===== config.mk =====
export PLATFORM = sky130hd
export DESIGN_NAME = acq_sequencer
export DESIGN_NICKNAME = d
export VERILOG_FILES = /design/src/rtl/acq_sequencer.sv
export SDC_FILE = /design/constraint.sdc
export NUM_CORES = 1
export LEC_CHECK = 0
export ABC_CLOCK_PERIOD_IN_PS = 6000
export BUFFER_PORTS_ARGS = -buffer_cell sky130_fd_sc_hd__clkbuf_2
export CAP_MARGIN = 0
export CORE_ASPECT_RATIO = 1.5
export CORE_UTILIZATION = 52
export CTS_CLUSTER_DIAMETER = 50
export CTS_CLUSTER_SIZE = 16
export DETAILED_ROUTE_END_ITERATION = 6
export GPL_TIMING_DRIVEN = 0
export PLACE_DENSITY_LB_ADDON = 0.3
export SYNTH_ARGS = -nofsm -noshare
export SYNTH_HDL_FRONTEND = slang
export SYNTH_SLANG_ARGS = --single-unit

===== constraint.sdc =====
create_clock -name Clk -period 6 [get_ports Clk]
set_clock_uncertainty 0.2 [all_clocks]
set_input_delay 0.6 -clock Clk [delete_from_list [all_inputs] [get_ports Clk]]
set_output_delay 0.6 -clock Clk [all_outputs]
set_load 0.05 [all_outputs]

===== src/rtl/acq_sequencer.sv =====
// Acquisition sequencer: runs a detector through restart/settle/count windows
// and hands each window's counters to a consumer through a valid/ready snapshot.
module acq_sequencer #(
   parameter int NCHAN   = 4,
   parameter int NBITS   = 4,
   parameter int NSETTLE = 4
) (
   input  logic                      Clk,
   input  logic                      Rst,
   input  logic                      Start_i,
   input  logic                      Stop_i,
   input  logic [7:0]                NumWin_i,
   input  logic [NBITS-1:0]          nCycles_i,
   input  logic [NCHAN*NBITS-1:0]    Delays_i,
   output logic                      Det_Restart_o,
   output logic                      Det_Enable_o,
   output logic [NBITS-1:0]          Det_nCycles_o,
   output logic [NCHAN*NBITS-1:0]    Det_Delays_o,
   input  logic [NBITS-1:0]          Det_CntClk_i,
   input  logic [NCHAN*NBITS-1:0]    Det_CntChann_i,
   input  logic [NCHAN*(NCHAN-1)/2*NBITS-1:0] Det_CntPairs_i,
   output logic                      Res_Valid_o,
   input  logic                      Res_Ready_i,
   output logic [NCHAN*NBITS-1:0]    Res_CntChann_o,
   output logic [NCHAN*(NCHAN-1)/2*NBITS-1:0] Res_CntPairs_o,
   output logic [7:0]                Res_WinIdx_o,
   output logic                      Busy_o,
   output logic                      Done_o,
   output logic                      Overrun_o
);

   localparam int NPAIRS = NCHAN*(NCHAN-1)/2;
   localparam int SW     = $clog2(NSETTLE+1);

   typedef enum logic [2:0] {S_IDLE, S_CLEAR, S_SETTLE, S_RUN, S_CAPTURE} state_t;

   state_t                    state_q, state_d;
   logic [NBITS-1:0]          ncyc_q, ncyc_d;
   logic [NCHAN*NBITS-1:0]    dly_q, dly_d;
   logic [7:0]                target_q, target_d;
   logic [7:0]                win_q, win_d;
   logic                      stop_q, stop_d;
   logic [SW-1:0]             settle_q, settle_d;
   logic                      valid_q, valid_d;
   logic [NCHAN*NBITS-1:0]    chann_q, chann_d;
   logic [NPAIRS*NBITS-1:0]   pairs_q, pairs_d;
   logic [7:0]                idx_q, idx_d;
   logic                      done_q, done_d;
   logic                      ovr_q, ovr_d;

   // NOTE: every signal gets its hold value first so no path through the case infers a latch.
   always_comb begin
      state_d  = state_q;
      ncyc_d   = ncyc_q;
      dly_d    = dly_q;
      target_d = target_q;
      win_d    = win_q;
      stop_d   = stop_q;
      settle_d = settle_q;
      valid_d  = valid_q;
      chann_d  = chann_q;
      pairs_d  = pairs_q;
      idx_d    = idx_q;
      done_d   = 1'b0;
      ovr_d    = ovr_q;

      if (valid_q && Res_Ready_i) valid_d = 1'b0;
      if (state_q != S_IDLE && Stop_i) stop_d = 1'b1;

      case (state_q)
         S_IDLE: begin
            if (Start_i) begin
               ncyc_d   = nCycles_i;
               dly_d    = Delays_i;
               target_d = NumWin_i;
               win_d    = '0;
               stop_d   = 1'b0;
               ovr_d    = 1'b0;
               state_d  = S_CLEAR;
            end
         end
         S_CLEAR: begin
            settle_d = '0;
            state_d  = S_SETTLE;
         end
         S_SETTLE: begin
            if (settle_q == SW'(NSETTLE-1)) state_d = S_RUN;
            else settle_d = settle_q + 1'b1;
         end
         S_RUN: begin
            if (Det_CntClk_i == ncyc_q) state_d = S_CAPTURE;
         end
         S_CAPTURE: begin
            // A held result is never overwritten; the new window is dropped instead.
            if (!valid_q || Res_Ready_i) begin
               chann_d = Det_CntChann_i;
               pairs_d = Det_CntPairs_i;
               idx_d   = win_q;
               valid_d = 1'b1;
            end else begin
               ovr_d = 1'b1;
            end
            win_d = win_q + 8'd1;
            if (stop_q || Stop_i || (target_q != 8'd0 && win_d == target_q)) begin
               state_d = S_IDLE;
               done_d  = 1'b1;
            end else begin
               state_d = S_CLEAR;
            end
         end
         default: state_d = S_IDLE;
      endcase
   end

   // NOTE: sequential state uses non-blocking assignments so all registers update from pre-edge values.
   always_ff @(posedge Clk) begin
      if (Rst) begin
         state_q  <= S_IDLE;
         ncyc_q   <= '0;
         dly_q    <= '0;
         target_q <= '0;
         win_q    <= '0;
         stop_q   <= 1'b0;
         settle_q <= '0;
         valid_q  <= 1'b0;
         chann_q  <= '0;
         pairs_q  <= '0;
         idx_q    <= '0;
         done_q   <= 1'b0;
         ovr_q    <= 1'b0;
      end else begin
         state_q  <= state_d;
         ncyc_q   <= ncyc_d;
         dly_q    <= dly_d;
         target_q <= target_d;
         win_q    <= win_d;
         stop_q   <= stop_d;
         settle_q <= settle_d;
         valid_q  <= valid_d;
         chann_q  <= chann_d;
         pairs_q  <= pairs_d;
         idx_q    <= idx_d;
         done_q   <= done_d;
         ovr_q    <= ovr_d;
      end
   end

   assign Det_Restart_o  = (state_q == S_CLEAR);
   assign Det_Enable_o   = (state_q == S_RUN);
   assign Det_nCycles_o  = ncyc_q;
   assign Det_Delays_o   = dly_q;
   assign Res_Valid_o    = valid_q;
   assign Res_CntChann_o = chann_q;
   assign Res_CntPairs_o = pairs_q;
   assign Res_WinIdx_o   = idx_q;
   assign Busy_o         = (state_q != S_IDLE);
   assign Done_o         = done_q;
   assign Overrun_o      = ovr_q;

endmodule


* After elaboration in Yosys (flattened, before gate mapping) *
Cells that the tools add are included.

operators by class
  bitwise gates (word level) = 1
  reduce and logical (&&, ||, !) cells = 19
  equality and inequality tests = 12
  multiplexer cells = 19
  add/subtract/negate cells = 2

operators with widths
  cell                                            number
  case mux 8 bit (2 select lines)                 1
  case mux 3 bit (5 select lines)                 1
  2-to-1 mux 3 bit                                4
  2-to-1 mux 1 bit                                10
  == test 3 x 2 -> 1 bit (second input constant)  3
  adder 8 x 1 -> 8 bit (second input constant)    1
  == test 8 bit                                   1
  2-to-1 mux 8 bit                                1
  != test 2 bit (second input constant)           4
  AND reduction 2 bit                             4
  nonzero test 8 bit                              1
  case mux 3 bit (2 select lines)                 1
  AND reduction 3 bit                             2
  == test 4 bit                                   1
  nonzero test 2 bit                              2
  adder 3 x 1 -> 3 bit (second input constant)    1
  == test 3 x 1 -> 1 bit (second input constant)  1
  == test 3 bit (second input constant)           1
  logical AND 1 bit                               3
  logical NOT 3 bit                               1
  logical OR 1 bit                                3
  nonzero test 3 bit                              1
  != test 2 x 1 -> 1 bit (second input constant)  1
  case mux 1 bit (2 select lines)                 1
  3 further kinds                                 3

storage, ports and cells
  output and inout bits = 74
  word-level logic and storage cells = 66
  flip-flop bits (word level) = 94
  input port bits = 77

* Longest topological paths before layout *
Gate-level depths: netlist of the first run.

  word-level depth = 6
  gate-level depth with buffers = 9
  mapped depth without buffers = 7

* Worst setup path before layout of the first run *
OpenSTA, ideal clock, no wires.

  path type = flip-flop to output port
  start = register state_q[0]
  end = output Det_Restart_o
  data required time = 5.200 ns
  slack = 3.629 ns
  arrival time = 1.571 ns
  stages on the path, launching flop included = 3
  cells stage by stage = dfxtp_1 -> inv_1 -> nor3_1

on the way
  word-level cells in the longest chain between the ends = 1

RTL lines
  element                 line  RTL
  from (decl)             37    state_t state_q, state_d;
  from (signal assigned)  132   state_q <= state_d;
  == test 3 x 1 -> 1 bit  148   assign Det_Restart_o = (state_q == S_CLEAR);
  to (decl)               15    output logic Det_Restart_o,

No other way between the ends.

* Final worst setup path of the first run *
  start = register win_q[1]
  end = register state_q[0]

on the way
  word-level cells in the longest chain between the ends = 6

RTL lines
  element                          line  RTL
  from (decl)                      41    logic [7:0] win_q, win_d;
  from (signal assigned)           136   win_q <= win_d;
  adder 8 x 1 -> 8 bit             103   win_d = win_q + 8'd1;
  == test 8 bit                    104   if (stop_q || Stop_i || (target_q != 8'd0 && win_d == target_q)) begin
  logical AND 1 bit                104
  logical OR 1 bit                 104
  2-to-1 mux 1 bit                 104
  case mux 3 bit (5 select lines)  70    case (state_q)

No other way between the ends.
A chain may end at the register's enable or synchronous reset.

==> results.md, run 1 <==
* Status: finished, final reports clean
* Total power per unit cell area at between 200 and 250 nW/µm²
* Top-Level Pins at approximately 150
* Sum Neg Setup Slack at 0 ps
* Post-route cell area at ~4800 µm²
* Worst-path clk slew at approximately 100 ps
* CP required at just over 6000 ps
* Synth-to-Final Area Change at 27.4%
* Worst-Skew Late Latency at 370 ps
* Max-slew headroom at between 60% and 70%
* Critical Path Start Type: flop
* Fin crit share at around two fifths
* Post-synthesis cell count at ~500
* Max IR drop VDD at approximately 0.18 mV
* Placement Setup Slack at ~3500 ps
* Initial antenna violation count at 0
* Fmax at between 400 and 500 MHz
* Vias at between 3k and 4k
* Total core area at roughly 7000 µm²
* CTS H-tree lvls at 3
* Total grt overflow at 0
* Starting density of the core at about 54%
* CTS tree: built
* Placed Area at 4680 µm²
* Root Driver: clkbuf_8
* Dpl cells at between 700 and 800
* I/O Buffers at 150
* Most frequent cell after synthesis: nand2_1
* Total track usage at between 20% and 30%
* Gates resized, CTS repair at 0
* Area share of the largest cell type after synthesis at between 40% and 50%
* Max Cap Violations at 0
* Number of synthesized flops with an enable pin at 0
* WL per Instance at roughly 13 µm
* Max FO, Critical Path at 8
* Asr flop ratio synth at 0%
* P_leak at slightly above 2 nW
* Initial DRC Count at ~190
* # diodes at 0
* HPWL after DPL at around 7.5 mm
* Biggest area consumer among synthesized cells: dfxtp_1
* Clk buf depth at 2
* Largest cells by area after synthesis: dfxtp_1 (49%), nand2_1 (16%), a21oi_1 (12%)
* First-pass GRT wire length at 15.6 mm
* Worst Path Arrival at approximately 2600 ps
* Hold WC Path Type: in2reg
* CTS Sinks at 94
* Die width at slightly above 70 µm
* Vias in the first global route at approximately 3.7k
* Share of cells above drive strength 1 at a little over a quarter
* Post-synth top cells: nand2_1 (162), a21oi_1 (95), dfxtp_1 (94)
* Hold buffers post-CTS at 0
* Largest net degree at the start of global routing at 17
* Post-Syn Nets at just under 600
* Ys flop type: dfxtp_1
* Post-CTS Repair Setup Buffers at 0
* # rows at 37
* Endpoints failing setup at 0
* Distinct cell type count after synthesis at 39
* Die ar. at 7670 µm²
* Crit path capture type: flop
* Die Y at about 110 µm
* TritonCTS buffer count at 9
* RSZ-0062 raised after global routing: no
* Antenna violation net count after detailed routing at 0
* Register area share after synthesis at roughly half
* Syn_area_per_cell at 7.63 µm²
* Post-DR vias/cell at 5.12
* Final worst slack at approximately 3500 ps
* Minimum clock period at 2500 ps
* Yosys warning count at 0
* Cell area after synthesis at between 3000 and 4000 µm²
* Fin Hold WS at around 240 ps
* Wirelength, routed at just under 10 mm
* Crit Path Class: reg2reg
* Fin nets at 740
* Final Hold Vio Count at 0
* Final Max Tran Viols at 0
* FF+latch count, synth at 94
* DRC at 0
* Drt pass-1 iters at 4
* Final std cells w/o fill at around 760
* Final GP Congestion at around 0.9
* Worst-margin pin slew at 590 ps
[flip-flops by register name, indices dropped and copies added, names as in the netlist, 3 cells and up]
register        count
Res_CntPairs_o     24
state_q             3
win_q               8
target_q            8
Res_WinIdx_o        8
Res_CntChann_o     16
settle_q            3
Det_Delays_o       16
Det_nCycles_o       4
[cells by family (layout without fill, tap and decap cells)]
group / count (synthesis) / count (layout) / synth area share [%]
fa+ha+maj: 3 / 3 / 0.986
flops: 94 / 94 / 49.4
mux: 2 / 2 / 0.526
simple gates: 222 / 222 / 24.0
xor+xnor: 9 / 9 / 2.07
buf+inv: 43 / 208 / 4.73
compound gates: 126 / 126 / 18.2
[where the power goes]
group          switching [mW]  internal [mW]
Combinational           0.105         0.0521
Sequential             0.0120          0.639
Clock                   0.226          0.150
[worst max-delay path: stages, from the launching register on]
cell,delay (ps)
dfxtp_1,410
ha_1,320
nand3_1,230
o22ai_1,100
or3_1,390
a2111oi_2,390
a211oi_1,160
a21o_1,200
[per-layer routing]
layer / wire (µm) / GRT usage (%)
met5: 0 / 0
met4: 319 / 13.3
met3: 625 / 6.11
met2: 4970 / 47.7
met1: 3790 / 26.1
[cell type report]
type | count | area, µm²
fillers | 600 | 2140
clock inverters | 6 | 47.5
well taps | 97 | 121
plain buffers | 37 | 158
flip-flops and latches | 94 | 1880
clock buffers | 9 | 124
inverters | 6 | 22.5
repair buffers | 150 | 751
multi-input cells | 362 | 1740
[stage by stage]
stage / power (mW) / util, %
2_1_floorplan: 0.766 / -
3_3_place_gp: 0.819 / 66.9
3_5_place_dp: 0.823 / 66.9
4_1_cts: 1.19 / 69.4
5_1_grt: 1.23 / 69.4
6_report: 1.18 / 69.4
[worst paths after layout]
| check | endpoint | from | slack [ps] | depth (start not counted) |
|---|---|---|---|---|
| max | state_q[0]$_SDFFE_PP0P_ | win_q[1]$_SDFFE_PP0P_ | 3500 | 7 |
| min | Res_CntChann_o[12]$_SDFFE_PP0P_ | Det_CntChann_i[12] | 240 | 3 |
| max reg2reg | state_q[0]$_SDFFE_PP0P_ | win_q[1]$_SDFFE_PP0P_ | 3500 | 7 |
| min reg2reg | Det_Delays_o[7]$_SDFFE_PP0P_ | Det_Delays_o[7]$_SDFFE_PP0P_ | 250 | 2 |
[cell usage in the layout (no fill, tap or decap), drive strengths merged]
master,count
nor2b,2
o31ai,1
a21oi,95
nand2b,7
ha,3
a21o,2
nand3b,1
clkbuf,182
nor4b,1
xor2,5
mux2i,2
inv,7
and3,1
a22oi,4
buf,14
dfxtp,94
nor2,25
a31oi,4
or3,2
o32ai,1
nor3,5
nand4,2
and2,3
o211ai,2
nand3,7
o311a,1
nor4,2
and4b,1
nand2,162
a2111oi,2
nor3b,1
a211oi,2
clkinv,1
a32oi,1
o22ai,3
clkinvlp,4
xnor2,4
o21ai,8
No activity file was read; power rests on OpenSTA's default activity.
==> run 2: changes to the inputs <==
- ABC_CLOCK_PERIOD_IN_PS: 6000 -> 2100
- CORE_UTILIZATION: 52 -> 44
- clock period: 6 -> 2.1 ns (I/O delays scaled with it)
==> results.md, run 2 (synthesis results as in run 1) <==
* Starting density of the core at 45.2% (was 54.4%)
* Total grt overflow at 0 (unchanged)
* Final worst slack at 24.6 ps (was 3500 ps)
* Vias in the first global route at 4,121 (was 3,680)
* Status: finished, final reports clean (unchanged)
* Seq. cell area at 1890 µm² (was 1880 µm²)
* Wirelength, routed at 11.3 mm (was 9.71 mm)
* Max Cap Violations at 0 (unchanged)
* Initial DRC Count at 179 (was 193)
* Hold WC Path Type: in2reg (unchanged)
* Largest net degree at the start of global routing at 17 (unchanged)
* Root Driver: clkbuf_16 (was clkbuf_8)
* Cell Chain, Critical Path: ha_4, nand3_4, o22ai_1, or3_4, a2111oi_4, a211oi_2, a21o_1 (was ha_1, nand3_1, o22ai_1, or3_1, a2111oi_2, a211oi_1, a21o_1)
* Max-slew headroom at 60.3% (was 60.7%)
* CTS H-tree lvls at 3 (unchanged)
* # diodes at 0 (unchanged)
* # rows at 41 (was 37)
* Die width at 77.9 µm (was 71.9 µm)
* Crit Path Class: reg2reg (unchanged)
* Max IR drop VDD at 0.551 mV (was 0.183 mV)
* Worst-Skew Late Latency at 340 ps (was 370 ps)
* Synth-to-Final Area Change at 54.1% (was 27.4%)
* Max incr delay on CP at 400 ps (was 410 ps)
* Die ar. at 9030 µm² (was 7670 µm²)
* Multi-input logic area at 1850 µm² (was 1740 µm²)
* Most frequent cells in the layout: nand2_1 (161), clkbuf_2 (153), a21oi_1 (94) (was nand2_1 (162), clkbuf_2 (150), a21oi_1 (95))
* Fin nets at 811 (was 740)
* Cell family contributing the most delay on the critical path: compound AO/OA/AOI/OAI gates (unchanged)
* Crit path capture type: flop (unchanged)
* Die Y at 116 µm (was 107 µm)
* Total power per unit cell area at 718 nW/µm² (was 244 nW/µm²)
* Placement Setup Slack at -244 ps (was 3530 ps)
* Buffers & Inverters on Critical Path at 0 (unchanged)
* WL per Instance at 13.4 µm (was 12.8 µm)
* TritonCTS buffer count at 9 (unchanged)
* Endpoints failing setup at 0 (unchanged)
* Drt pass-1 iters at 5 (was 4)
* I/O Buffers at 150 (unchanged)
* Worst-margin pin slew at 596 ps (was 590 ps)
* Fmax at 482 MHz (was 401 MHz)
* Antenna violation net count after detailed routing at 0 (unchanged)
* Minimum clock period at 2080 ps (was 2500 ps)
* Total track usage at 25.7% (about the same)
* Slowest stage cell, crit path: or3_4 (was dfxtp_1)
* Fin Hold WS at 18.2 ps (was 241 ps)
* CTS tree: built (unchanged)
* Fin crit share at 98.8% (was 41.6%)
* DRC at 0 (unchanged)
* Initial antenna violation count at 0 (unchanged)
* FILL cells at 669 (was 600)
* Max FFs per register at 24 (unchanged)
* Vias at 4,283 (was 3,900)
* Final Max Tran Viols at 0 (unchanged)
* Post-DR vias/cell at 5.08 (was 5.12)
* First-pass GRT wire length at 18.3 mm (was 15.6 mm)
* Clk buf depth at 2 (unchanged)
* Total core area at 8410 µm² (was 6990 µm²)
* Worst-path clk slew at 60 ps (was 100 ps)
* Final Hold Vio Count at 0 (unchanged)
* Final GP Congestion at 0.956 (was 0.893)
* Critical Path Start Type: flop (unchanged)
* P_leak at 2.50 nW (was 2.07 nW)
* Final core occ at 69.7% (was 69.4%)
* CTS Sinks at 94 (unchanged)
* Sum Neg Setup Slack at 0 ps (unchanged)
* CP required at 2140 ps (was 6070 ps)
* Commonest non-fill, non-tap cell in the layout: nand2_1 (unchanged)
* HPWL after DPL at 7.55 mm (was 7.52 mm)
* Top-Level Pins at 151 (unchanged)
* Share of cells above drive strength 1 at 27.3% (was 26.4%)
* Max FO, Critical Path at 8 (unchanged)
* Worst Path Arrival at 2110 ps (was 2570 ps)
## run 2: cell types whose count changed in the layout (fill, tap and decap cells not counted), sizes merged
cell,previous run,this run
dlygate4sd3,0,70
bufinv,0,2
clkbuf,182,184
clkinvlp,4,2
clkinv,1,0
inv,7,8
## run 2: path summary, 6_finish.rpt
check                               start                      endpoint  slack, ps  cells after the start
max                 win_q[1]$_SDFFE_PP0P_       state_q[0]$_SDFFE_PP0P_         20                      7
min                           Res_Ready_i        Res_Valid_o$_SDFF_PP0_         20                      3
max reg2reg         win_q[1]$_SDFFE_PP0P_       state_q[0]$_SDFFE_PP0P_         20                      7
min reg2reg  Res_WinIdx_o[2]$_SDFFE_PP0P_  Res_WinIdx_o[2]$_SDFFE_PP0P_        260                      2
## run 2: power by group
group | switching [mW] | internal, mW
logic | 0.328 | 0.245
clock network | 0.688 | 1.08
registers | 0.0413 | 1.83
total | 1.06 | 3.15
## run 2: tightest hold or removal path, cell delays in order
cell	delay, ps
clkbuf_2	70
nand2b_1	140
a21oi_1	80
## run 2: area by class of cell
type	count	share of cell area, %
timing repair buffer	224	25.3
sequential	94	32.2
clock buffer	10	4.07
buffer	34	2.79
clock inverter	6	1.58
inverter	6	0.384
multi-input combinational	362	31.5
tap	107	2.28
## run 2: stage by stage
step | instance area, µm² | power [mW] | instances
2_1_floorplan | 3810 | 2.19 | 499
3_3_place_gp | 4690 | 2.34 | 756
3_5_place_dp | 4690 | 2.35 | 756
4_1_cts | 5770 | 4.24 | 841
5_1_grt | 5870 | 4.38 | 843
6_report | 5870 | 4.21 | 843
## run 2: what timing repair did
action / in CTS / in global routing
buffers inserted: 0 / 4
pin swaps: 1 / 3
resized for setup: 10 / 22
hold buffers: 70 / 0
endpoints found under the hold margin: 71 / 0
setup endpoints to repair: 54 / 36
## run 2: routing by layer
layer	vias up	GRT usage, %	routed length, µm
met5	-	0	0
met4	0	13.3	427
met3	41	5.75	747
met2	185	48.6	5940
met1	1927	26.3	4160
li1	2130	-	-
